`config.mk`:
```
export PLATFORM = sky130hd
export DESIGN_NAME = multdiv_ctrl
export DESIGN_NICKNAME = d
export VERILOG_FILES = /design/src/rtl/multdiv_ctrl.sv
export SDC_FILE = /design/constraint.sdc
export NUM_CORES = 1
export LEC_CHECK = 0
export ABC_AREA = 1
export CAP_MARGIN = 20
export CORE_MARGIN = 5
export CORE_UTILIZATION = 25
export CTS_BUF_LIST = sky130_fd_sc_hd__clkbuf_4 sky130_fd_sc_hd__clkbuf_8
export DETAILED_ROUTE_END_ITERATION = 10
export PLACE_DENSITY = 0.65
export SYNTH_ARGS = -nofsm -noshare
export SYNTH_HDL_FRONTEND = slang
export SYNTH_SLANG_ARGS = --single-unit
export TNS_END_PERCENT = 100
```
`constraint.sdc`:
```
create_clock -name clock -period 1.94 [get_ports clock]
set_clock_uncertainty 0.2 [all_clocks]
set_input_delay 0.194 -clock clock [delete_from_list [all_inputs] [get_ports clock]]
set_output_delay 0.194 -clock clock [all_outputs]
set_load 0.01 [all_outputs]
```
`src/rtl/multdiv_ctrl.sv`:
```
// Sequencing controller for iterative multiply/divide units.
// Latches operands, strobes a unit, counts iterations, captures result.
module multdiv_ctrl #(
  parameter int MULT_CYCLES = 16,
  parameter int DIV_CYCLES  = 32
) (
  input  logic        clock,
  input  logic        reset,
  input  logic        ctrl_MULT,
  input  logic        ctrl_DIV,
  input  logic [31:0] data_operandA,
  input  logic [31:0] data_operandB,
  input  logic [31:0] mult_result,
  input  logic        mult_exception,
  input  logic [31:0] div_result,
  input  logic        div_exception,
  output logic [31:0] unit_operandA,
  output logic [31:0] unit_operandB,
  output logic        mult_start,
  output logic        div_start,
  output logic [5:0]  count,
  output logic [31:0] data_result,
  output logic        data_exception,
  output logic        data_resultRDY,
  output logic        busy
);

  localparam logic [5:0] MC = 6'(MULT_CYCLES);
  localparam logic [5:0] DC = 6'(DIV_CYCLES);

  typedef enum logic [2:0] {
    IDLE,
    LOAD_M,
    LOAD_D,
    RUN_M,
    RUN_D
  } state_t;

  state_t      r_state, w_state;
  logic [31:0] r_opa, w_opa;
  logic [31:0] r_opb, w_opb;
  logic [5:0]  r_count, w_count;
  logic [31:0] r_res, w_res;
  logic        r_exc, w_exc;
  logic        r_rdy, w_rdy;

  logic w_req;
  logic w_div0;

  assign w_req  = ctrl_DIV | ctrl_MULT;
  assign w_div0 = ctrl_DIV & (data_operandB == 32'd0);

  // Next state and datapath; a new request always preempts
  always_comb begin
    w_state = r_state;
    w_opa   = r_opa;
    w_opb   = r_opb;
    w_count = r_count;
    w_res   = r_res;
    w_exc   = r_exc;
    w_rdy   = 1'b0;
    if (w_req) begin
      w_opa   = data_operandA;
      w_opb   = data_operandB;
      w_count = 6'd0;
      if (w_div0) begin
        w_state = IDLE;
        w_res   = 32'd0;
        w_exc   = 1'b1;
        w_rdy   = 1'b1;
      end else if (ctrl_DIV) begin
        w_state = LOAD_D;
      end else begin
        w_state = LOAD_M;
      end
    end else begin
      unique case (r_state)
        IDLE: begin
          w_state = IDLE;
        end
        LOAD_M: begin
          w_state = RUN_M;
          w_count = 6'd0;
        end
        LOAD_D: begin
          w_state = RUN_D;
          w_count = 6'd0;
        end
        RUN_M: begin
          if (r_count == MC) begin
            w_state = IDLE;
            w_count = 6'd0;
            w_res   = mult_result;
            w_exc   = mult_exception;
            w_rdy   = 1'b1;
          end else begin
            w_count = r_count + 6'd1;
          end
        end
        RUN_D: begin
          if (r_count == DC) begin
            w_state = IDLE;
            w_count = 6'd0;
            w_res   = div_result;
            w_exc   = div_exception;
            w_rdy   = 1'b1;
          end else begin
            w_count = r_count + 6'd1;
          end
        end
        default: begin
          w_state = IDLE;
          w_count = 6'd0;
        end
      endcase
    end
  end

  // State and datapath registers
  always_ff @(posedge clock or negedge reset) begin
    if (!reset) begin
      r_state <= IDLE;
      r_opa   <= 32'd0;
      r_opb   <= 32'd0;
      r_count <= 6'd0;
      r_res   <= 32'd0;
      r_exc   <= 1'b0;
      r_rdy   <= 1'b0;
    end else begin
      r_state <= w_state;
      r_opa   <= w_opa;
      r_opb   <= w_opb;
      r_count <= w_count;
      r_res   <= w_res;
      r_exc   <= w_exc;
      r_rdy   <= w_rdy;
    end
  end

  assign unit_operandA  = r_opa;
  assign unit_operandB  = r_opb;
  assign mult_start     = (r_state == LOAD_M);
  assign div_start      = (r_state == LOAD_D);
  assign count          = r_count;
  assign data_result    = r_res;
  assign data_exception = r_exc;
  assign data_resultRDY = r_rdy;
  assign busy           = (r_state != IDLE);

endmodule

```
==> impl_metrics.toml <==
[outcome]
outcome = "complete, no violations"

[final_layout]
final_net_count = 1024
final_cell_mix = "sky130_fd_sc_hd__nand2_1 (344), sky130_fd_sc_hd__clkdlybuf4s50_1 (236), sky130_fd_sc_hd__dfrtp_1 (107)"
post_route_cells_drive_above_1_share_pct = 8.97
num-fill-cells = 1958
area_delta_synth_final_pct = 66.9
design_area_mm2 = 0.00811
antenna_cells = 0
most_common_cell_after_layout_fill_and_taps_aside = "sky130_fd_sc_hd__nand2_1"

[sta]
worst-slew-pin-transition_ns = 0.346
setup_violations = 0
maxClockFrequency_mhz = 539
relSlewSlack_pct = 76.9
final.setup.tns_ns = 0
layout_min_cycle_time_ns = 1.85
fin_hold_viols = 0
final_max_slew_viol_count = 0
hold-worst-slack_ns = 0.0655
post-route-period-util_pct = 95.6

[worst_setup_path]
reg2reg_slack_ns = 0.09
timing.rr.end = "data_result[8]$_DFFE_PN0P_"
r2r_cells = 11
critical_path_class = "flip-flop to flip-flop"
critPathLaunch = "count[0]$_DFFE_PN0P_"
reg2reg_from = "count[0]$_DFFE_PN0P_"
critical_path_required_ns = 2.05
worst-endpoint-arrival_ns = 1.97
cp-start-kind = "flip-flop"
cp_endpoint = "data_result[8]$_DFFE_PN0P_"
setup.worst_path.end_class = "flip-flop"
path_max_fanout = 8

[hold_path]
min_path_type = "input port to asynchronous set/reset pin"

[route]
drt_first_pass_iters = 4
initialDrtViolationCount = 161
route.final.wire_length_mm = 16.0
detail-route-antenna-nets = 0
route.vias.total = 4869
remaining_drc_errors = 0
route.detailed.wl_per_inst_um = 13.9
viasPerCell = 4.21

[floorplan]
die_w_um = 149
initial_cell_density_of_the_core_pct = 25.1
die_y_um = 149
die_area_mm2 = 0.0223
boundaryPins = 241
rows = 51
floorplan.core_area_mm2 = 0.0193

[global_routing]
grt_start_max_net_pins = 56
grt_first_pass_wirelength_mm = 25.2
gr-max-usage-layer = "met2"
grt.met1_usage_pct = 17.5
grtUsageMet3_pct = 5.48
grt_usage_pct = 14.2
grt_util_met2_pct = 22.9
grt.overflow.total = 0
antenna_found_initial = 0
grt_pass1_vias = 4918

[synthesis]
count_of_unique_library_cells_instantiated_by_yosys = 21
synth_area_mm2 = 0.00486
syn-num-nets = 761
syn-instance-count = 625
seq_area_frac_synth_pct = 55.1
syn_avg_cell_area_um2 = 7.78
synthesis.yosys.warnings = 0
synth_seq_cells = 107

[cts]
clkLatencyLatePin_ns = 0.37
cts_sinks = 107
clock_tree_from_tritoncts = "yes"
clk_path_buf_depth = 2
clock-root-buffer = "sky130_fd_sc_hd__clkbuf_8"
clock_tree.htree_level_count = 3
clk_pin_slew_ns = 0.10
cts_made_buffers = 9

[pwr]
ir_worst_vdd_mv = 0.281
leakage_power_nw = 3.84
total_power_mw = 4.62
power_density_mw_per_mm2 = 570

[place]
placement.cell_area_mm2 = 0.00782
routabilityCongestion = 0.779
port_buffers = 240
place.detailed.hpwl_mm = 11.9

[flow_run]
cap_viol_max_count = 0
[metrics by stage]
| step | utilization [%] | setup slack [ns] | instances |
|---|---|---|---|
| 2_1_floorplan | - | 0.200 | 625 |
| 3_3_place_gp | 40.4 | -0.132 | 1134 |
| 3_5_place_dp | 40.4 | -0.168 | 1134 |
| 4_1_cts | 41.4 | 0.0279 | 1151 |
| 5_1_grt | 42.0 | -0.00931 | 1157 |
| 6_report | 42.0 | 0.0861 | 1157 |
[flip-flops by register name, indices dropped and copies added, names as in the netlist]
signal          flops
unit_operandB      32
unit_operandA      32
r_state             3
data_exception      1
data_resultRDY      1
data_result        32
count               6
[worst min path at each step]
stage          cells past startpoint                   end
2_1_floorplan                      0  count[0]$_DFFE_PN0P_
3_3_place_gp                       1  count[3]$_DFFE_PN0P_
3_5_place_dp                       1  count[3]$_DFFE_PN0P_
4_1_cts                            2  count[3]$_DFFE_PN0P_
5_1_grt                            2  count[2]$_DFFE_PN0P_
6_report                           2  count[2]$_DFFE_PN0P_
[worst max-delay path, stage by stage (launching register included)]
cell and delay, ns:
sky130_fd_sc_hd__dfrtp_1 0.40, sky130_fd_sc_hd__inv_2 0.09, sky130_fd_sc_hd__ha_4 0.12, sky130_fd_sc_hd__nand2_2 0.06
sky130_fd_sc_hd__nor2_4 0.13, sky130_fd_sc_hd__nand2_2 0.07, sky130_fd_sc_hd__o21ai_2 0.18, sky130_fd_sc_hd__nand2_4 0.14
sky130_fd_sc_hd__nand2_8 0.13, sky130_fd_sc_hd__clkbuf_16 0.16, sky130_fd_sc_hd__nand2_2 0.05, sky130_fd_sc_hd__nand2_1 0.07
[report_power, final]
group / internal, mW / switching [mW] / total (mW) / leakage (nW)
clock network: 0.489 / 0.773 / 1.26 / 0.0839
logic: 0.554 / 0.394 / 0.948 / 2.40
registers: 2.34 / 0.0662 / 2.41 / 1.36
total: 3.39 / 1.23 / 4.62 / 3.84
[Yosys cell counts]
cell type,number,share of area [%]
sky130_fd_sc_hd__nand3_2,1,0.21
sky130_fd_sc_hd__inv_1,8,0.62
sky130_fd_sc_hd__xor2_1,3,0.54
sky130_fd_sc_hd__buf_2,21,2.2
sky130_fd_sc_hd__clkinv_1,1,0.077
sky130_fd_sc_hd__nor3_1,1,0.10
sky130_fd_sc_hd__nor2_2,3,0.39
sky130_fd_sc_hd__o21ai_2,1,0.18
sky130_fd_sc_hd__nor2_1,26,2.0
sky130_fd_sc_hd__nand2_4,3,0.69
sky130_fd_sc_hd__inv_2,3,0.23
sky130_fd_sc_hd__clkbuf_1,9,0.69
sky130_fd_sc_hd__a21oi_1,38,3.9
sky130_fd_sc_hd__nand3_1,42,4.3
sky130_fd_sc_hd__o211ai_1,1,0.15
sky130_fd_sc_hd__nor2_4,1,0.23
sky130_fd_sc_hd__nand2_1,348,27
sky130_fd_sc_hd__dfrtp_1,107,55
sky130_fd_sc_hd__o21ai_0,3,0.31
sky130_fd_sc_hd__buf_6,3,0.69
sky130_fd_sc_hd__ha_1,2,0.51
[per-layer routing]
layer  wire [µm]  up-vias  part of all wire, %
met4         191        0                  1.2
met2        7560      148                   47
li1            -     2460                    -
met1        6770     2250                   42
met5           0        -                    0
met3        1510       11                  9.4
[layout make-up]
type	instances	area [µm²]	share of cell area (%)
sequential	107	2680	33.0
tap	265	332	4.09
clock buffer	10	138	1.70
timing repair buffer	285	2880	35.5
inverter	12	46.3	0.571
multi-input combinational	473	2010	24.7
clock inverter	5	30.0	0.370
[logic make-up after synthesis]
| family | Yosys count | share of synthesized area, % |
|---|---|---|
| flip-flops | 107 | 55.1 |
| adder cells (fa/ha/maj) | 2 | 0.515 |
| AO/OA/AOI/OAI | 43 | 4.56 |
| XOR/XNOR | 3 | 0.541 |
| AND/OR/NAND/NOR | 425 | 34.8 |
| buffers and inverters | 45 | 4.48 |
[timing repair]
| item | 4_1_cts | 5_1_grt |
|---|---|---|
| cloned | 0 | 2 |
| pin swaps | 0 | 8 |
| endpoints found under the setup margin | 3 | 35 |
| resized for setup | 3 | 14 |
| buffers inserted | 1 | 4 |
| hold buffers | 1 | 0 |
| endpoints found under the hold margin | 107 | 0 |
Note: power is estimated with default switching activity, not from simulation.
